[config.mk]
export PLATFORM = sky130hd
export DESIGN_NAME = instr_fetch_unit
export DESIGN_NICKNAME = d
export VERILOG_FILES = /design/src/rtl/instr_fetch_unit.sv
export SDC_FILE = /design/constraint.sdc
export NUM_CORES = 1
export LEC_CHECK = 0
export BUFFER_PORTS_ARGS = -buffer_cell sky130_fd_sc_hd__buf_2
export CORE_ASPECT_RATIO = 1.5
export CORE_MARGIN = 2
export CORE_UTILIZATION = 48
export DETAILED_ROUTE_END_ITERATION = 6
export PLACE_DENSITY = 0.9
export SLEW_MARGIN = 20
export SYNTH_ARGS = -nofsm -noshare
export SYNTH_HDL_FRONTEND = slang
export SYNTH_SLANG_ARGS = --single-unit
[constraint.sdc]
create_clock -name clk -period 2.69 [get_ports clk]
set_input_delay 0.269 -clock clk [delete_from_list [all_inputs] [get_ports clk]]
set_output_delay 0.269 -clock clk [all_outputs]
set_load 0.05 [all_outputs]
[src/rtl/instr_fetch_unit.sv]
// instr_fetch_unit: owns the PC, drives the combinational IMEM and registers {pc, instr} for decode.
// Optional feature: define IFU_MISALIGN_TRAP_EN to trap on misaligned redirect targets.
module instr_fetch_unit #(
    parameter logic [31:0] RESET_PC  = 32'h0000_0000,
    parameter logic [31:0] NOP_INSTR = 32'h0000_0013
) (
    input  logic        clk,
    input  logic        reset,
    output logic [31:0] Instr_Addr,
    input  logic [31:0] Instr_rdata,
    input  logic        redirect_valid,
    input  logic [31:0] redirect_pc,
    input  logic        halt_req,
    input  logic        resume,
    output logic        out_valid,
    input  logic        out_ready,
    output logic [31:0] out_instr,
    output logic [31:0] out_pc,
    output logic        halted,
    output logic        fault,
    output logic [31:0] fault_pc
);

`ifdef IFU_MISALIGN_TRAP_EN
    typedef enum logic [1:0] {
        BOOT   = 2'd0,
        RUN    = 2'd1,
        HALTED = 2'd2,
        TRAP   = 2'd3
    } state_t;
`else
    typedef enum logic [1:0] {
        BOOT   = 2'd0,
        RUN    = 2'd1,
        HALTED = 2'd2
    } state_t;
`endif

    // Fetch addresses are always word aligned; the low two bits are simply dropped.
    function automatic logic [31:0] align_pc(input logic [31:0] target);
        return target & 32'hFFFF_FFFC;
    endfunction

`ifdef IFU_MISALIGN_TRAP_EN
    function automatic logic is_misaligned(input logic [31:0] target);
        return (target[1:0] != 2'b00);
    endfunction
`endif

    state_t      state_r;
    state_t      state_s;
    logic [31:0] pc_r;
    logic [31:0] pc_s;
    logic        out_valid_r;
    logic        out_valid_s;
    logic [31:0] out_instr_r;
    logic [31:0] out_instr_s;
    logic [31:0] out_pc_r;
    logic [31:0] out_pc_s;
    logic        halted_r;
    logic        halted_s;
    logic        accept_s;
    logic        can_capture_s;
`ifdef IFU_MISALIGN_TRAP_EN
    logic        fault_r;
    logic        fault_s;
    logic [31:0] fault_pc_r;
    logic [31:0] fault_pc_s;
`endif

    assign accept_s      = out_valid_r & out_ready;
    assign can_capture_s = ~out_valid_r | out_ready;

    // Next-state, PC and output-stage decisions for every state.
    always_comb begin
        state_s     = state_r;
        pc_s        = pc_r;
        out_valid_s = out_valid_r;
        out_instr_s = out_instr_r;
        out_pc_s    = out_pc_r;
`ifdef IFU_MISALIGN_TRAP_EN
        fault_s     = fault_r;
        fault_pc_s  = fault_pc_r;
`endif
        case (state_r)
            BOOT: begin
                state_s = RUN;
            end
            RUN: begin
`ifdef IFU_MISALIGN_TRAP_EN
                if (redirect_valid && is_misaligned(redirect_pc)) begin
                    state_s     = TRAP;
                    fault_s     = 1'b1;
                    fault_pc_s  = redirect_pc;
                    out_valid_s = 1'b0;
                    out_instr_s = NOP_INSTR;
                end else
`endif
                if (redirect_valid) begin
                    // Redirect flushes the stage; a simultaneous halt still takes effect.
                    pc_s        = align_pc(redirect_pc);
                    out_valid_s = 1'b0;
                    out_instr_s = NOP_INSTR;
                    if (halt_req) begin
                        state_s = HALTED;
                    end else begin
                        state_s = RUN;
                    end
                end else if (halt_req) begin
                    state_s = HALTED;
                    if (accept_s) begin
                        out_valid_s = 1'b0;
                    end else begin
                        out_valid_s = out_valid_r;
                    end
                end else if (can_capture_s) begin
                    out_instr_s = Instr_rdata;
                    out_pc_s    = pc_r;
                    out_valid_s = 1'b1;
                    pc_s        = pc_r + 32'd4;
                end else begin
                    pc_s        = pc_r;
                    out_valid_s = out_valid_r;
                end
            end
            HALTED: begin
                // Only drain the pending output; no new fetch until resume.
                if (redirect_valid) begin
                    pc_s = align_pc(redirect_pc);
                end else begin
                    pc_s = pc_r;
                end
                if (accept_s) begin
                    out_valid_s = 1'b0;
                end else begin
                    out_valid_s = out_valid_r;
                end
                if (resume) begin
                    state_s = RUN;
                end else begin
                    state_s = HALTED;
                end
            end
`ifdef IFU_MISALIGN_TRAP_EN
            TRAP: begin
                state_s     = TRAP;
                out_valid_s = 1'b0;
            end
`endif
            default: begin
                state_s     = BOOT;
                out_valid_s = 1'b0;
                out_instr_s = NOP_INSTR;
            end
        endcase
        halted_s = (state_s == HALTED);
    end

    // State, PC and fetch output registers with synchronous reset.
    always_ff @(posedge clk) begin
        if (reset) begin
            state_r     <= BOOT;
            pc_r        <= RESET_PC;
            out_valid_r <= 1'b0;
            out_instr_r <= NOP_INSTR;
            out_pc_r    <= 32'h0000_0000;
            halted_r    <= 1'b0;
        end else begin
            state_r     <= state_s;
            pc_r        <= pc_s;
            out_valid_r <= out_valid_s;
            out_instr_r <= out_instr_s;
            out_pc_r    <= out_pc_s;
            halted_r    <= halted_s;
        end
    end

`ifdef IFU_MISALIGN_TRAP_EN
    // Sticky trap record, cleared only by reset.
    always_ff @(posedge clk) begin
        if (reset) begin
            fault_r    <= 1'b0;
            fault_pc_r <= 32'h0000_0000;
        end else begin
            fault_r    <= fault_s;
            fault_pc_r <= fault_pc_s;
        end
    end

    assign fault    = fault_r;
    assign fault_pc = fault_pc_r;
`else
    assign fault    = 1'b0;
    assign fault_pc = 32'h0000_0000;
`endif

    assign Instr_Addr = pc_r;
    assign out_valid  = out_valid_r;
    assign out_instr  = out_instr_r;
    assign out_pc     = out_pc_r;
    assign halted     = halted_r;

endmodule
==> results.py <==
metrics = {
    "drt": {
        "vias": 4760,
        "drt_iter0_drc": 272,
        "wl_per_cell_um": 15.1,
        "first_pass_iters": 5,
        "wl_um": 12900,
        "postRouteAntennaNets": 0,
        "routed_via_density": 5.57,
        "drcViolationCount": 0,
    },
    "global_route": {
        "grt_pass1_wl_um": 20400,
        "track_usage_pct": 23.4,
        "grt_overflow_total": 0,
        "antenna_found_initial": 0,
        "grt_max_degree": 40,
        "grt_pass1_vias": 4296,
    },
    "timing": {
        "fin_skew_ns": 0.00575,
        "fin_ws_ns": 0.373,
        "final_max_slew_viol_count": 0,
        "hold_violations": 0,
        "tns_ns": 0,
        "worst_pin_slew_ns": 0.683,
        "rsz0062_at_grt": "false",
        "min_period_over_period_pct": 86.1,
        "relSlewSlack_pct": 54.5,
        "fmax_mhz": 432,
        "setup_viol": 0,
        "period_minus_slack_ns": 2.32,
    },
    "worst_setup_path": {
        "reg2reg_depth": 7,
        "worstPathArrival_ns": 2.59,
        "r2r-start": "state_r[0]",
        "path_max_fanout": 11,
        "cp-start-kind": "register",
        "crit_start": "state_r[0]",
        "timing_worst_setup_path_type": "reg -> reg",
        "reg2reg_slack_ns": 0.37,
        "critical_path_required_ns": 2.96,
        "cp-end-kind": "register",
        "rr_endpoint": "Instr_Addr[28]",
    },
    "worst_hold_path": {
        "hold_class": "in -> reg",
        "min_path_cells": 3,
        "hold_start": "Instr_rdata[31]",
        "hold_path_end": "out_instr[31]",
    },
    "die": {
        "die_x_um": 85.1,
        "core_area_mm2": 0.00963,
        "ios": 201,
        "dieHeight_um": 126,
        "rows": 44,
        "dieArea_mm2": 0.0107,
        "initial_core_util_pct": 49.2,
    },
    "power_and_ir_drop": {
        "p_leak_uw": 0.00249,
        "vdd_drop_max_uv": 431,
        "cellPowerDensity_mw_per_mm2": 668,
    },
    "final_layout": {
        "fin_nets": 810,
        "layout-drive-gt1-share_pct": 28.1,
        "fillers": 891,
        "utilization_pct": 60.1,
        "syn2layout_area_growth_pct": 22.2,
        "diodes": 0,
        "final_cells": 855,
    },
    "run_status": {
        "status": "finished, final reports clean",
    },
    "yosys": {
        "synth_area_leader_cell": "dfxtp_1",
        "synth.distinct_cells": 58,
        "synthCells": 591,
        "synth_top_area_share_pct": 40.5,
        "seq_area_frac_synth_pct": 40.5,
        "synth.ff_latch_count": 96,
        "async_flop_share_pct": 0,
        "synth_warnings": 0,
        "synthesis.area_mm2": 0.00474,
        "synth_common_cells": "96 x dfxtp_1, 94 x nand2_1, 56 x a21oi_1",
        "synth_edf_count": 0,
        "synth.most_common_cell": "dfxtp_1",
        "synth_area_per_cell_um2": 8.02,
        "synth_top_flop_cell": "dfxtp_1",
        "yosys-top-cells-area": "dfxtp_1 41%, nand2_1 7.4%, buf_4 6.3%",
    },
    "placement": {
        "portBuffers": 161,
        "place.gp.congestion": 0.944,
        "hpwl_um": 9110,
        "placed_cells": 839,
        "pre_cts_slack_ns": 0.397,
    },
    "clocking": {
        "ctsResizeCount": 0,
        "cts.sinks": 96,
        "cts_setup_buffers": 0,
        "cts_root_buf": "clkbuf_16",
        "numCtsBuffers": 9,
        "htreeDepth": 3,
        "clk_pin_slew_ns": 0.07,
        "cts_tree": "done",
        "cts_hold_buf": 0,
        "cts_buffer_depth": 2,
        "clk_latency_ns": 0.35,
    },
    "run": {
        "cap_viol_max_count": 0,
    },
}
final cells by class:
cell class / instances / area (µm²) / share of cell area [%]
clock buffers: 9 / 225 / 3.89
clock inverters: 7 / 128 / 2.20
inverters: 6 / 22.5 / 0.389
multi-input cells: 442 / 2400 / 41.4
flip-flops and latches: 96 / 1920 / 33.2
well taps: 115 / 144 / 2.48
repair buffers: 180 / 951 / 16.4
per-layer routing:
metal,share of wire (%),vias up,wire (µm),global-route usage [%]
met2,52,229,6690,41.0
li1,-,2314,-,-
met1,38,2188,4870,26.6
met5,0,-,0,0
met3,8.0,29,1030,6.23
met4,2.3,0,303,9.62
how the worst max path moves through the flow:
stage,endpoint,cells after the start
4_1_cts,Instr_Addr[28],7
2_1_floorplan,Instr_Addr[28],6
3_3_place_gp,Instr_Addr[28],7
5_1_grt,Instr_Addr[28],7
6_report,Instr_Addr[28],7
3_5_place_dp,Instr_Addr[28],7
power by group:
part           internal [µW]  switching [µW]
Sequential              1480            89.5
Clock                    921             571
Combinational            211             596
Total                   2610            1260
registers in the layout, indices dropped and copies added, names as in the netlist:
register,count
out_valid,1
out_instr,32
Instr_Addr,30
state_r,2
halted,1
out_pc,30
stage by stage:
step,cell area (µm²),hold WS (ns),power [µW]
floorplan,4870,0.426,2250
global route,5790,0.162,4010
finish,5790,0.168,3870
detailed placement,5440,0.443,2400
CTS,5790,0.163,3890
global placement,5440,0.438,2390
cell families (layout without fill, tap and decap cells):
kind of cell	Yosys count	after routing	synth area share, %
compound gates	154	154	20.7
buf+inv	89	202	11.9
other cells	1	37	0.0791
flops	96	96	40.5
fa+ha+maj	6	6	1.53
simple gates	239	239	24.0
mux	6	6	1.27
critical path: stages (launching register included):
cell and delay [ns]:
dfxtp_1 0.38, inv_1 0.08, ha_1 0.21, nor2_1 0.21, a21oi_1 0.23, or2_1 0.42
or4_1 0.55, a31oi_1 0.16
layout by cell type, fill, tap and decap left out, types with 2 or more instances in the layout:
cell	netlist	layout
nand4_1	12	12
mux2i_1	6	6
dfxtp_1	96	96
buf_2	4	160
nor3_2	0	2
and3_1	5	5
nor2_1	51	51
a211oi_1	4	4
a32oi_1	7	7
nor4_1	10	10
and4_1	2	2
o21bai_1	3	3
o22ai_1	5	5
a21oi_1	56	56
or3_1	3	3
clkbuf_16	0	9
clkinv_4	0	2
nand2_1	94	94
o211ai_1	4	4
a22oi_1	32	32
inv_1	6	6
nor2b_1	5	5
and2_1	4	4
conb_1	1	37
nor3_1	16	14
bufinv_16	0	3
o31ai_1	5	5
or2_2	2	2
nand3b_1	2	2
and4_2	2	2
nand3_1	18	18
nand2b_1	5	5
a31oi_1	6	6
o21ai_0	19	19
buf_4	40	20
and3_2	2	2
ha_1	5	5
Note: power is estimated with default switching activity, not from simulation.
